===== config.mk =====
export PLATFORM = sky130hd
export DESIGN_NAME = qpi_mem_arb
export DESIGN_NICKNAME = d
export VERILOG_FILES = /design/src/rtl/qpi_mem_arb.sv
export SDC_FILE = /design/constraint.sdc
export NUM_CORES = 1
export LEC_CHECK = 0
export ABC_AREA = 1
export CORE_AREA = 3 3 104 106
export DETAILED_ROUTE_END_ITERATION = 16
export DIE_AREA = 0 0 107 109
export MAX_ROUTING_LAYER = met4
export SLEW_MARGIN = 10
export SYNTH_ARGS = -nofsm -noshare
export SYNTH_HDL_FRONTEND = slang
export SYNTH_SLANG_ARGS = --single-unit

===== constraint.sdc =====
create_clock -name clk -period 1.5 [get_ports clk]
set_input_delay 0.3 -clock clk [delete_from_list [all_inputs] [get_ports clk]]
set_output_delay 0.3 -clock clk [all_outputs]
set_load 0.01 [all_outputs]

===== src/rtl/qpi_mem_arb.sv =====
// qpi_mem_arb: round-robin arbiter sharing one QPI memory controller
// command/data port between N burst requesters. The grant is held from
// command issue until the burst's terminal data beat; all data paths are
// purely combinational steering, with no added pipeline latency.
// GW must be wide enough to index N requesters.

module qpi_mem_arb #(
    parameter int N  = 2,
    parameter int GW = 2
) (
    input  logic              clk,
    input  logic              rst,
    input  logic [N*22-1:0]   req_addr,
    input  logic [N*7-1:0]    req_len,
    input  logic [N-1:0]      req_rw,
    input  logic [N-1:0]      req_valid,
    output logic [N-1:0]      req_ready,
    input  logic [N*32-1:0]   req_wdata,
    output logic [N-1:0]      req_wack,
    output logic [N-1:0]      req_wlast,
    output logic [31:0]       req_rdata,
    output logic [N-1:0]      req_rstb,
    output logic [N-1:0]      req_rlast,
    output logic [21:0]       mi_addr,
    output logic [6:0]        mi_len,
    output logic              mi_rw,
    output logic              mi_valid,
    input  logic              mi_ready,
    output logic [31:0]       mi_wdata,
    input  logic              mi_wack,
    input  logic              mi_wlast,
    input  logic [31:0]       mi_rdata,
    input  logic              mi_rstb,
    input  logic              mi_rlast,
    output logic              busy,
    output logic [GW-1:0]     grant
);

    typedef enum logic [1:0] {IDLE, CMD, DATA} state_t;

    state_t          state;
    logic [GW-1:0]   ptr;
    logic            rw_q;

    logic            sel_valid;
    logic [21:0]     sel_addr;
    logic [6:0]      sel_len;
    logic            sel_rw;
    logic [31:0]     sel_wdata;

    logic            pick_found;
    logic [GW-1:0]   pick_idx;
    logic            pick_rw;
    logic [GW:0]     scan_idx;

    logic            in_data;
    logic            cmd_fire;
    logic            burst_end;

    // Select the granted requester's command fields and write data
    always_comb begin
        sel_valid = 1'b0;
        sel_addr  = '0;
        sel_len   = '0;
        sel_rw    = 1'b0;
        sel_wdata = '0;
        for (int i = 0; i < N; i++) begin
            if (grant == GW'(i)) begin
                sel_valid = req_valid[i];
                sel_addr  = req_addr[22*i +: 22];
                sel_len   = req_len[7*i +: 7];
                sel_rw    = req_rw[i];
                sel_wdata = req_wdata[32*i +: 32];
            end
        end
    end

    // Find the first valid requester scanning from ptr upward with wrap;
    // the scan index carries one extra bit so ptr+k never overflows
    always_comb begin
        pick_found = 1'b0;
        pick_idx   = '0;
        pick_rw    = 1'b0;
        scan_idx   = '0;
        for (int k = 0; k < N; k++) begin
            scan_idx = {1'b0, ptr} + (GW+1)'(k);
            if (scan_idx >= (GW+1)'(N))
                scan_idx = scan_idx - (GW+1)'(N);
            for (int i = 0; i < N; i++) begin
                if (!pick_found && scan_idx == (GW+1)'(i) && req_valid[i]) begin
                    pick_found = 1'b1;
                    pick_idx   = GW'(i);
                    pick_rw    = req_rw[i];
                end
            end
        end
    end

    assign in_data   = (state == DATA);
    assign cmd_fire  = (state == CMD) && sel_valid && mi_ready;
    // Only a terminal beat of the registered direction closes the burst
    assign burst_end = in_data && (rw_q ? (mi_rstb && mi_rlast) : (mi_wack && mi_wlast));

    // Arbitration FSM: grant in IDLE, issue in CMD, hold through DATA
    always_ff @(posedge clk or posedge rst) begin
        if (rst) begin
            state <= IDLE;
            grant <= '0;
            ptr   <= '0;
            rw_q  <= 1'b0;
        end else begin
            case (state)
                IDLE: begin
                    if (pick_found) begin
                        grant <= pick_idx;
                        rw_q  <= pick_rw;
                        state <= CMD;
                    end
                end
                CMD: begin
                    if (cmd_fire)
                        state <= DATA;
                    else if (!sel_valid)
                        state <= IDLE;   // withdrawn request: ptr stays put
                end
                DATA: begin
                    if (burst_end) begin
                        state <= IDLE;
                        ptr   <= (grant == GW'(N-1)) ? '0 : grant + GW'(1);
                    end
                end
                default: state <= IDLE;
            endcase
        end
    end

    // Command passthrough and per-requester strobe steering
    always_comb begin
        mi_valid  = (state == CMD) && sel_valid;
        mi_addr   = (state == CMD) ? sel_addr : '0;
        mi_len    = (state == CMD) ? sel_len  : '0;
        mi_rw     = (state == CMD) ? sel_rw   : 1'b0;
        mi_wdata  = rst ? '0 : sel_wdata;
        req_rdata = mi_rdata;
        req_ready = '0;
        req_wack  = '0;
        req_wlast = '0;
        req_rstb  = '0;
        req_rlast = '0;
        for (int i = 0; i < N; i++) begin
            if (grant == GW'(i)) begin
                req_ready[i] = cmd_fire;
                req_wack[i]  = in_data && !rw_q && mi_wack;
                req_wlast[i] = in_data && !rw_q && mi_wack && mi_wlast;
                req_rstb[i]  = in_data &&  rw_q && mi_rstb;
                req_rlast[i] = in_data &&  rw_q && mi_rstb && mi_rlast;
            end
        end
    end

    assign busy = (state != IDLE);

endmodule

==> impl_metrics.env <==
export IMPL_fillers=1015
export IMPL_power_density_nw_per_um2=1360
export IMPL_rsz0062_at_grt="true"
export IMPL_ant_nets=0
export IMPL_multi_input_area_um2=1420
export IMPL_yosys_warnings=0
export IMPL_regArea_um2=128
export IMPL_area_delta_synth_final_pct=163
export IMPL_nets=676
export IMPL_status="finished with violations"
export IMPL_hp_class="reg -> reg"
export IMPL_skew_ns=0.00119
export IMPL_synth_seq_area_share=0.0765
export IMPL_min_period_ns=1.73
export IMPL_p_comb_frac=0.905
export IMPL_layout_common_cells="130 x clkdlybuf4s50_1, 73 x buf_2, 51 x nor2_1, 49 x nand2_1, 28 x a21oi_2"
export IMPL_core_um2=9860
export IMPL_dp_hpwl_um=7010
export IMPL_numCtsBuffers=3
export IMPL_p_clk_frac=0.044
export IMPL_layout_drive_gt1_share=0.475
export IMPL_fmax_ghz=0.579
export IMPL_cp_start_kind="register"
export IMPL_pwr_share_seq=0.051
export IMPL_drc=0
export IMPL_switching_share=0.478
export IMPL_die_w_um=107
export IMPL_violations="setup timing"
export IMPL_critical_path_arrival_ns=1.43
export IMPL_clk_path_buf_depth=2
export IMPL_power_uw=5860
export IMPL_synth_area_leader_cell="nand2_1"
export IMPL_grt_pass1_vias=2692
export IMPL_drt_vias_per_instance=4.25
export IMPL_root_buffer="clkbuf_8"
export IMPL_p_int_uw=3060
export IMPL_overflow=0
export IMPL_ys_ff_latch=5
export IMPL_grt_pass1_wl_um=13600
export IMPL_leakage_uw=0.00199
export IMPL_syn_avg_cell_area_um2=5.46
export IMPL_die_y_um=109
export IMPL_drt_iter0_drc=96
export IMPL_ir_drop_v=0.000697
export IMPL_first_pass_iters=4
export IMPL_path_clk_slew_ns=0.04
export IMPL_topRoutingLayerUsed="met4"
export IMPL_die_area_um2=11700
export IMPL_p_sw_uw=2800
export IMPL_worstSkewPairLatency_ns=0.22
export IMPL_initial_core_util=0.166
export IMPL_syn_nets=465
export IMPL_ios=273
export IMPL_place_ws_ns=-0.651
export IMPL_rows=36
export IMPL_cts_tree="built"
export IMPL_antenna_found_initial=0
export IMPL_tns_ns=-10.94
export IMPL_hold_viol_final=0
export IMPL_htree_levels=1
export IMPL_grt_start_max_net_pins=24
export IMPL_final_max_slew_viol_count=0
export IMPL_final_common_cell="clkdlybuf4s50_1"
export IMPL_wl_per_cell_um=16.0
export IMPL_synth_top_area_frac=0.156
export IMPL_end_kind="output port"
export IMPL_setup_violations=74
export IMPL_synth_area_um2=1640
export IMPL_gp_congestion=0.742
export IMPL_finalCritPeriodShare=1.15
export IMPL_grt_usage=0.153
export IMPL_m1WireLength_um=4070
export IMPL_maxCapViolations=0
export IMPL_critical_path_required_ns=1.20
export IMPL_drt_total_wl_um=10300
export IMPL_route_met2_wl_um=5270
export IMPL_port_buffers=207
export IMPL_final_setup_worst_slack_ns=-0.226
export IMPL_numClockSinks=5
export IMPL_synth_area_leaders="nand2_1 16%, buf_4 15%, nor2_1 14%"
export IMPL_antenna_cells=0
export IMPL_num_vias=2732
export IMPL_synth_distinct_cells=21
export IMPL_crit_fanout=6
export IMPL_crit_type="reg -> out"
export IMPL_syn_inst=300
export IMPL_dr_wl_met3_um=752
[cells in the mapped netlist]
| cell | instances |
|---|---|
| clkbuf_2 | 2 |
| a21oi_2 | 10 |
| nand2_2 | 10 |
| buf_6 | 4 |
| nor2_2 | 10 |
| nor2_4 | 1 |
| buf_4 | 33 |
| nor2_1 | 63 |
| conb_1 | 1 |
| nor3_1 | 2 |
| buf_8 | 3 |
| dfrtp_1 | 5 |
| inv_1 | 7 |
| clkbuf_1 | 2 |
| a21oi_1 | 21 |
| nand2_1 | 68 |
| o21ai_0 | 34 |
| nand3_1 | 10 |
| inv_4 | 1 |
| buf_2 | 10 |
| nand4_1 | 3 |
[layout make-up]
class                   instances  share of cell area
well taps                     133              0.0387
flip-flops and latches          5              0.0296
multi-input cells             233               0.329
clock buffers                   4              0.0105
repair buffers                259               0.582
inverters                       8             0.00872
repair inverters                1             0.00145
[power by group through the flow]
stage	clock network (µW)	registers, µW	logic, µW
floorplan	0	258	2000
global placement	0	260	4020
detailed placement	0	261	4050
CTS	258	282	4500
global route	273	309	5730
finish	256	301	5300
[worst max-delay path: stages (launching register included)]
cell and delay, ns:
dfrtp_2 0.48, buf_8 0.17, buf_12 0.13, buf_16 0.14, o21ai_2 0.11, nor2_1 0.05, buf_2 0.13
[what timing repair did]
| item | 4_1_cts | 5_1_grt |
|---|---|---|
| setup buffers | 9 | 6 |
| hold buffers | 0 | 0 |
| pin swaps | 17 | 24 |
| setup endpoints to repair | 75 | 74 |
| cloned | 7 | 7 |
| gates resized for setup | 366 | 89 |
[kinds of logic after synthesis]
logic type | Yosys count | share of synthesized area
simple gates | 167 | 0.432
other cells | 1 | 0.00229
buf+inv | 62 | 0.268
flops | 5 | 0.0765
compound gates | 65 | 0.222
[path summary, 6_finish.rpt]
| kind | startpoint | to | slack [ns] | cells past startpoint |
|---|---|---|---|---|
| max reg2reg | grant[0] | state[0] | 0.25 | 6 |
| min in group asynchronous | rst | state[1] | 0.58 | 6 |
| min reg2reg | ptr[0] | ptr[0] | 0.53 | 2 |
| max | grant[0] | mi_wdata[14] | -0.23 | 6 |
| max in group asynchronous | rst | grant[0] | 0.80 | 6 |
| min | ptr[0] | ptr[0] | 0.53 | 2 |
[layer usage]
| layer | vias up | track usage |
|---|---|---|
| met5 | - | - |
| met4 | 0 | 0.0420 |
| met3 | 16 | 0.0290 |
| met2 | 143 | 0.279 |
| met1 | 1224 | 0.171 |
| li1 | 1349 | - |
[metrics by stage]
stage | std cells | cell area, µm² | hold slack (ns) | utilization
2_1_floorplan | 300 | 1640 | 0.253 | -
3_3_place_gp | 612 | 3740 | 0.501 | 0.379
3_5_place_dp | 612 | 3740 | 0.505 | 0.379
4_1_cts | 632 | 3880 | 0.515 | 0.394
5_1_grt | 643 | 4310 | 0.543 | 0.436
6_report | 643 | 4310 | 0.527 | 0.436
[flip-flops by register name, summed over array words and instances, names as in the netlist]
name / count
grant: 1
ptr: 1
rw_q: 1
state: 2
Note: power is estimated with default switching activity, not from simulation.
